<file path="config.mk">
export PLATFORM = sky130hd
export DESIGN_NAME = wb_stage
export DESIGN_NICKNAME = d
export VERILOG_FILES = /design/src/rtl/wb_stage.sv
export SDC_FILE = /design/constraint.sdc
export NUM_CORES = 1
export LEC_CHECK = 0
export CAP_MARGIN = 20
export CORE_MARGIN = 5
export CORE_UTILIZATION = 51
export DETAILED_ROUTE_END_ITERATION = 10
export HOLD_SLACK_MARGIN = 0.06
export PLACE_DENSITY = 0.8
export SYNTH_ARGS = -nofsm -noshare
export SYNTH_HDL_FRONTEND = slang
export SYNTH_SLANG_ARGS = --single-unit
</file>
<file path="constraint.sdc">
create_clock -name clk -period 4.5 [get_ports clk]
set_input_delay 0.45 -clock clk [delete_from_list [all_inputs] [get_ports clk]]
set_output_delay 0.45 -clock clk [all_outputs]
set_load 0.005 [all_outputs]
</file>
<file path="src/rtl/wb_stage.sv">
// Write-back stage: MEM/WB pipeline register, load extraction, write-back
// source select, and arbitration of the single register-file write port
// between in-order pipeline results and buffered divider results.
module wb_stage #(
  parameter int XLEN         = 32,
  parameter int LQ_DEPTH     = 2,
  parameter int STARVE_LIMIT = 4
) (
  input  logic            clk,
  input  logic            rst,
  input  logic            mem_valid_i,
  input  logic            mem_reg_write_i,
  input  logic [4:0]      mem_rd_addr_i,
  input  logic [1:0]      mem_to_reg_i,
  input  logic [XLEN-1:0] mem_alu_result_i,
  input  logic [XLEN-1:0] mem_rdata_i,
  input  logic [XLEN-1:0] mem_pc_plus_4_i,
  input  logic [2:0]      mem_funct3_i,
  input  logic            div_valid_i,
  input  logic [4:0]      div_rd_addr_i,
  input  logic [XLEN-1:0] div_result_i,
  output logic            div_ready_o,
  output logic            stall_o,
  output logic            wb_reg_write_o,
  output logic [4:0]      wb_rd_addr_o,
  output logic [XLEN-1:0] wb_data_o
);

  localparam int PW = (LQ_DEPTH > 1) ? $clog2(LQ_DEPTH) : 1;
  localparam int SW = $clog2(STARVE_LIMIT + 1);

  typedef enum logic {S_NORMAL, S_DRAIN} state_t;

  typedef struct packed {
    logic [4:0]      rd;
    logic [XLEN-1:0] data;
  } lq_ent_t;

  // MEM/WB pipeline register
  logic            r_vld;
  logic            r_we;
  logic [4:0]      r_rd;
  logic [1:0]      r_sel;
  logic [XLEN-1:0] r_alu;
  logic [XLEN-1:0] r_rdata;
  logic [XLEN-1:0] r_pc4;
  logic [2:0]      r_f3;

  // divider result FIFO
  lq_ent_t         r_lq [LQ_DEPTH];
  logic [PW-1:0]   r_wptr;
  logic [PW-1:0]   r_rptr;
  logic [PW:0]     r_cnt;

  // arbitration control
  state_t          r_state;
  logic [SW-1:0]   r_starve;

  logic            w_pipe_wr;
  logic            w_normal;
  logic            w_empty;
  logic            w_full;
  logic            w_sel_pipe;
  logic            w_pop;
  logic            w_push;
  logic [SW-1:0]   w_starve_inc;
  logic [7:0]      w_byte;
  logic [15:0]     w_half;
  logic [XLEN-1:0] w_load;
  logic [XLEN-1:0] w_result;

  assign w_pipe_wr    = r_vld & r_we & (r_rd != 5'd0);
  assign w_normal     = (r_state == S_NORMAL);
  assign w_empty      = (r_cnt == '0);
  assign w_full       = (r_cnt == (PW+1)'(LQ_DEPTH));
  // The pipeline owns the port in NORMAL; otherwise the FIFO head drains.
  assign w_sel_pipe   = w_normal & w_pipe_wr;
  assign w_pop        = ~w_sel_pipe & ~w_empty;
  // rd=0 divider results are handshaken but dropped.
  assign w_push       = div_valid_i & div_ready_o & (div_rd_addr_i != 5'd0);
  assign w_starve_inc = r_starve + SW'(1);

  assign div_ready_o  = ~w_full & w_normal & ~rst;
  assign stall_o      = ~w_normal;

  assign w_byte = r_rdata[{r_alu[1:0], 3'b000} +: 8];
  assign w_half = r_rdata[{r_alu[1], 4'b0000} +: 16];

  // Load extraction and write-back source select
  always_comb begin
    w_load = r_rdata;
    case (r_f3)
      3'b000:  w_load = {{(XLEN-8){w_byte[7]}}, w_byte};
      3'b100:  w_load = {{(XLEN-8){1'b0}}, w_byte};
      3'b001:  w_load = {{(XLEN-16){w_half[15]}}, w_half};
      3'b101:  w_load = {{(XLEN-16){1'b0}}, w_half};
      default: w_load = r_rdata;
    endcase
    case (r_sel)
      2'b01:   w_result = w_load;
      2'b10:   w_result = r_pc4;
      default: w_result = r_alu;
    endcase
  end

  // Register-file write port: pipeline first, then FIFO head, else idle
  always_comb begin
    wb_reg_write_o = 1'b0;
    wb_rd_addr_o   = 5'd0;
    wb_data_o      = '0;
    if (w_sel_pipe) begin
      wb_reg_write_o = 1'b1;
      wb_rd_addr_o   = r_rd;
      wb_data_o      = w_result;
    end else if (!w_empty) begin
      wb_reg_write_o = 1'b1;
      wb_rd_addr_o   = r_lq[r_rptr].rd;
      wb_data_o      = r_lq[r_rptr].data;
    end
  end

  // MEM/WB register: advances unless the stage is draining
  always_ff @(posedge clk) begin
    if (rst) begin
      r_vld   <= 1'b0;
      r_we    <= 1'b0;
      r_rd    <= 5'd0;
      r_sel   <= 2'b00;
      r_alu   <= '0;
      r_rdata <= '0;
      r_pc4   <= '0;
      r_f3    <= 3'b000;
    end else if (!stall_o) begin
      r_vld   <= mem_valid_i;
      r_we    <= mem_reg_write_i;
      r_rd    <= mem_rd_addr_i;
      r_sel   <= mem_to_reg_i;
      r_alu   <= mem_alu_result_i;
      r_rdata <= mem_rdata_i;
      r_pc4   <= mem_pc_plus_4_i;
      r_f3    <= mem_funct3_i;
    end
  end

  // Divider FIFO storage; contents need no reset, occupancy guards them
  always_ff @(posedge clk) begin
    if (w_push) r_lq[r_wptr] <= '{rd: div_rd_addr_i, data: div_result_i};
  end

  // Divider FIFO pointers and occupancy
  always_ff @(posedge clk) begin
    if (rst) begin
      r_wptr <= '0;
      r_rptr <= '0;
      r_cnt  <= '0;
    end else begin
      if (w_push) r_wptr <= r_wptr + PW'(1);
      if (w_pop)  r_rptr <= r_rptr + PW'(1);
      case ({w_push, w_pop})
        2'b10:   r_cnt <= r_cnt + (PW+1)'(1);
        2'b01:   r_cnt <= r_cnt - (PW+1)'(1);
        default: r_cnt <= r_cnt;
      endcase
    end
  end

  // Starvation tracking and NORMAL/DRAIN sequencing
  always_ff @(posedge clk) begin
    if (rst) begin
      r_state  <= S_NORMAL;
      r_starve <= '0;
    end else begin
      case (r_state)
        S_NORMAL: begin
          if (w_pipe_wr && !w_empty) begin
            // full FIFO behind a pipeline write, or too long starved: drain
            if (w_starve_inc == SW'(STARVE_LIMIT) || w_full) begin
              r_state  <= S_DRAIN;
              r_starve <= '0;
            end else begin
              r_starve <= w_starve_inc;
            end
          end else begin
            r_starve <= '0;
          end
        end
        S_DRAIN: begin
          // no pushes while draining, so the last pop ends the drain
          if (w_pop && r_cnt == (PW+1)'(1)) r_state <= S_NORMAL;
        end
        default: r_state <= S_NORMAL;
      endcase
    end
  end

endmodule
</file>
== Word-level counts from Yosys, hierarchy flattened ==
Memory sizes are Yosys's and may differ from the RTL's. A register that Yosys moved wholly into a read port is not among the register bits.
Cells that the tools add are included.
W data, S select, Z words.

* Register bits after elaboration: 116
* Bits in latches: 0
* Memory bits (writable): 74
* Bits in read-only memories: 0
* Bits of input ports: 148
* Output and inout port bits: 40
* Logic and storage cells: 72
* Memories: 1

{| class="wikitable"
|+ Memory list
! memory !! words !! bits a word !! read ports !! clocked after memory_dff !! write ports !! RTL line !! source
|-
| r_lq || 2 || 37 || 1 || 1 || 1 || 50 || <nowiki>lq_ent_t r_lq [LQ_DEPTH];</nowiki>
|}

* $add $sub $neg: 5
* Multipliers: 0
* Divide/modulo/power cells: 0
* Order comparisons: 0
* Equality and inequality tests: 10
* Shift operators: 2
* Mux-type cells: 19
* Bitwise logic cells: 13
* Reduce and logical (&&, ||, !) cells: 9

{| class="wikitable"
|+ Operators with widths
! operator !! number
|-
| $pmux W32 S4 || 1
|-
| $mux W32 || 2
|-
| $pmux W32 S2 || 1
|-
| $shiftx A32 B6 Y16 || 1
|-
| $shiftx A32 B6 Y8 || 1
|-
| $mux W5 || 2
|-
| $reduce_bool A5 Y1 || 2
|-
| $eq A3 B3 Y1 const B || 3
|-
| $mux W1 || 9
|-
| $and A1 B1 Y1 || 8
|-
| $eq A2 B1 Y1 const B || 3
|-
| $eq A2 B2 Y1 const B || 3
|-
| $mux W3 || 2
|-
| $not A1 Y1 || 5
|-
| $pmux W2 S2 || 1
|-
| $add A3 B1 Y3 const B || 1
|-
| $eq A3 B1 Y1 const B || 1
|-
| $logic_not A3 Y1 || 1
|-
| $add A1 B1 Y1 const B || 2
|-
| $add A2 B1 Y2 const B || 1
|-
| $logic_and A1 B1 Y1 || 2
|-
| $logic_not A2 Y1 || 1
|-
| $pmux W1 S2 || 1
|-
| $reduce_bool A2 Y1 || 1
|-
| other kinds (3) || 3
|}

== Depth between registers and ports, before layout ==
* Depth after elaboration: 8
* Gate-level depth with buffers: 9
* Gate-level depth less buffers: 9

== Worst setup path before layout ==
OpenSTA, ideal clock, no wires.

* Path kind: register to register
* From: reg r_cnt[0]
* To: mem r_lq[0][0] (netlist bit) (enable)
* Arrival: 2.810 ns
* Data required time: 4.069 ns
* Slack: 1.259 ns
* Stages on the path, launching flop included: 7
* Buffers on the path: 0
* Period minus slack after synthesis: 3.241 ns
* Path through: dfxtp_1 inv_1 ha_1 or3_1 inv_1 o211ai_2 nor2_1

* Word-level cells in the longest chain between the ends: 8

{| class="wikitable"
|+ Ends and longest elaborated chain
! element !! RTL line !! source
|-
| start, declared || 53 || <nowiki>logic [PW:0] r_cnt;</nowiki>
|-
| start signal, assigned || 160 || <nowiki>2'b10: r_cnt <= r_cnt + (PW+1)'(1);</nowiki>
|-
| start signal, assigned || 161 || <nowiki>2'b01: r_cnt <= r_cnt - (PW+1)'(1);</nowiki>
|-
| start signal, assigned || 162 || <nowiki>default: r_cnt <= r_cnt;</nowiki>
|-
| $eq A2 B2 Y1 || 75 || <nowiki>assign w_full = (r_cnt == (PW+1)'(LQ_DEPTH));</nowiki>
|-
| $not A1 Y1 || 83 || <nowiki>assign div_ready_o = ~w_full & w_normal & ~rst;</nowiki>
|-
| $and A1 B1 Y1 (2 in series) || 83 ||
|-
| via div_ready_o || 22 || <nowiki>output logic div_ready_o,</nowiki>
|-
| $and A1 B1 Y1 (2 in series) || 80 || <nowiki>assign w_push = div_valid_i & div_ready_o & (div_rd_addr_i != 5'd0);</nowiki>
|-
| $mux W1 || 147 || <nowiki>if (w_push) r_lq[r_wptr] <= '{rd: div_rd_addr_i, data: div_result_i};</nowiki>
|-
| $mux W1 (not written as such) || 147 ||
|-
| end, declared || 50 ||
|}

The timed path passes the listed nets, and every way through them passes these cells.

== Worst setup path after layout ==
* From: reg r_state (netlist: stall_o)
* To: out wb_data_o[11]

* Word-level cells in the longest chain between the ends: 3

{| class="wikitable"
|+ Ends and longest elaborated chain
! element !! RTL line !! source
|-
| start, declared || 56 || <nowiki>state_t r_state;</nowiki>
|-
| start signal, assigned || 170 || <nowiki>r_state <= S_NORMAL;</nowiki>
|-
| start signal, assigned || 178 || <nowiki>r_state <= S_DRAIN;</nowiki>
|-
| start signal, assigned || 189 || <nowiki>if (w_pop && r_cnt == (PW+1)'(1)) r_state <= S_NORMAL;</nowiki>
|-
| $not A1 Y1 || n/a ||
|-
| $and A1 B1 Y1 || 77 || <nowiki>assign w_sel_pipe = w_normal & w_pipe_wr;</nowiki>
|-
| $mux W32 || 111 || <nowiki>if (w_sel_pipe) begin</nowiki>
|-
| end, declared || 26 || <nowiki>output logic [XLEN-1:0] wb_data_o</nowiki>
|}

Every way passes these cells.

==> results.cfg <==
[clocking]
cts.clk_slew.worst_paths_ns = 0.07
clk_latency_ns = 0.44
ctsHoldBuffers = 0
cts_setup_buffers = 0
cts_buffer_depth = 2
cts_root_buf = clkbuf_16
h-tree-depth = 4
cts_tree = done
clock_sinks = 191
ctsResizeCount = 0
cts_inserted_buffers = 17

[finish]
drive_gt1_frac = 0.0552
n_antenna_cell = 0
multi_input_area_mm2 = 0.00395
seq_area_mm2 = 0.00457
nFillCells = 1394
nets = 1158
syn2layout_area_growth_pct = 29.1

[sta]
fin_setup_tns_ns = 0
worst_pin_slew_ns = 1.08
hold_violations = 0
whs_ns = 0.489
rsz0062_at_grt = false
fin_skew_ns = 0.00728
setup_viol = 0
layout_min_cycle_time_ns = 3.64
drv_slew = 0
max_freq_ghz = 0.275
fin_crit_sh = 0.809
slew_headroom = 0.283

[worst_setup_path]
critPathCaptureType = primary output
reg2reg_setup_slack_ns = 1.58
critPathRequiredTime_ns = 4.05
r2r_cells = 5
critical_path.max_fanout = 38
startpoint_type = register
crit_arrival_ns = 3.19
path_class = register to primary output

[route]
detail_route.vias_per_cell = 5.60
dr.pass1.iters = 5
wl_mm = 24.5
drt_iter0_drc = 702
wire_per_inst_um = 19.8
dr_total_vias = 6941
antenna_left = 0
drc = 0

[logic_synthesis]
yosys_warnings = 0
synth.distinct_cells = 58
yosys.area.top_type = dfxtp_1
synth_top_family_by_area = multiplexers
syn-mean-instance-area_um2 = 10.4
ys_ff_latch = 191
synthAdderAreaFrac = 0.0113
yosys-top-cells-area = dfxtp_1 26%, edfxtp_1 25%, mux2i_1 19%
synth_enable_flop_cells = 74
syn_inst = 848
synth_fp_nets = 1004
synth-simple-area-share = 0.129
synth_seq_area_share = 0.515
synthMuxAreaShare = 0.188
syn_area_mm2 = 0.00886
synthTopCellsByCount = 166 x mux2i_1, 138 x nor2_1, 117 x dfxtp_1, 74 x edfxtp_1, 52 x nand2_1
synth_top_area_share = 0.264
yosysMostFrequentCell = mux2i_1
synthFlopType = dfxtp_1
synthXorXnorAreaFrac = 0.00297
async_flop_share = 0
synth_compound_area_frac = 0.113

[placed_design]
dpl.hpwl_mm = 17.6
io_buffers = 187
place_congestion = 0.963

[floorplan]
dieWidth_um = 142
die-height_um = 142
start_util = 0.516
top_level_ports = 188
core_mm2 = 0.0172
die_area_mm2 = 0.0201
rows = 48

[min_path]
hold_class = register to register
whs_path_depth = 2

[run_status]
status = finished clean

[global_route]
antenna_found_initial = 0
grt_pass1_wl_mm = 37.5
grt_use_total = 0.241
grt_overflow = 0
grt_max_degree = 66
grt_pass1_vias = 6759

[power_and_ir_drop]
p_total_mw = 4.74
p_per_area_mw_per_mm2 = 415
vdd_drop_max_v = 0.000307
leakage_nw = 4.03

[job]
cap_violations = 0
[path summary, 6_finish.rpt]
| check | endpoint | startpoint |
|---|---|---|
| worst max register to register | r_lq[0][15] | stall_o |
| worst min-delay path | r_alu[14] | r_alu[14] |
| worst max-delay path | wb_data_o[11] | stall_o |
| worst min register to register | r_alu[14] | r_alu[14] |
[state kept, by name, indices dropped and copies added (netlist names), 2 cells and up, named ones only]
register,count
r_alu,32
r_cnt,2
r_f3,3
r_lq,74
r_pc4,32
r_rd,5
r_rdata,32
r_sel,2
r_starve,3
[layer usage]
metal,GRT usage,wire (µm),up-vias
met2,0.377,11400,248
met4,0.0914,732,0
met5,0,0,-
met3,0.0485,1710,47
li1,-,-,3366
met1,0.330,10600,3280
[cell families after synthesis]
logic type | Yosys count
AO/OA/AOI/OAI | 143
XOR/XNOR | 3
adder cells (fa/ha/maj) | 8
buffers and inverters | 82
flip-flops | 191
multiplexers | 166
AND/OR/NAND/NOR | 255
[area by class of cell]
type	count	area share
repair buffers	199	0.174
inverters	18	0.00591
flip-flops and latches	191	0.399
well taps	225	0.0246
clock buffers	18	0.0375
clock inverters	14	0.0127
multi-input cells	575	0.346
[power by group]
group	leakage [nW]	switching, mW	total (mW)	internal [mW]
sequential	1.65	0.118	2.04	1.92
clock	0.272	0.699	1.48	0.784
combinational	2.11	0.580	1.22	0.644
[cell usage in the layout, fill, tap and decap left out, types with 3 or more instances in the layout]
cell             count
a2111oi_0            3
a211oi_1             3
a21o_1               4
a21oi_1             14
and2b_1              3
and3_1               6
buf_4               11
clkbuf_16           17
clkdlybuf4s50_1    186
clkinvlp_4           4
dfxtp_1            115
edfxtp_1            74
ha_1                 8
inv_1               17
inv_6                4
inv_8                4
mux2i_1            166
nand2_1             52
nand2b_1             9
nand3_1              7
nand3b_1             5
nor2_1             136
nor2b_1              3
nor3_1               4
nor4_1               3
o2111ai_1            5
o211ai_1             9
o21ai_0             40
o21bai_1             7
o221a_1              4
o221ai_1            23
o22ai_1              7
o31ai_1              6
or3_1               16
[metrics by stage]
stage / util / cells / instance area [µm²] / worst slack (ns)
after floorplan: - / 848 / 8860 / 1.26
after global placement: 0.630 / 1206 / 10800 / 1.39
after detailed placement: 0.630 / 1206 / 10800 / 1.34
after CTS: 0.663 / 1238 / 11400 / 0.874
after global routing: 0.666 / 1240 / 11400 / 0.706
final: 0.666 / 1240 / 11400 / 0.860
[critical path: stages (launching register included)]
cell,delay (ns)
dfxtp_4,0.34
nand3b_1,0.22
a21oi_4,0.76
o21ai_1,0.41
o221ai_1,0.43
clkdlybuf4s50_1,0.59
Power figures use the tool's default switching activity.
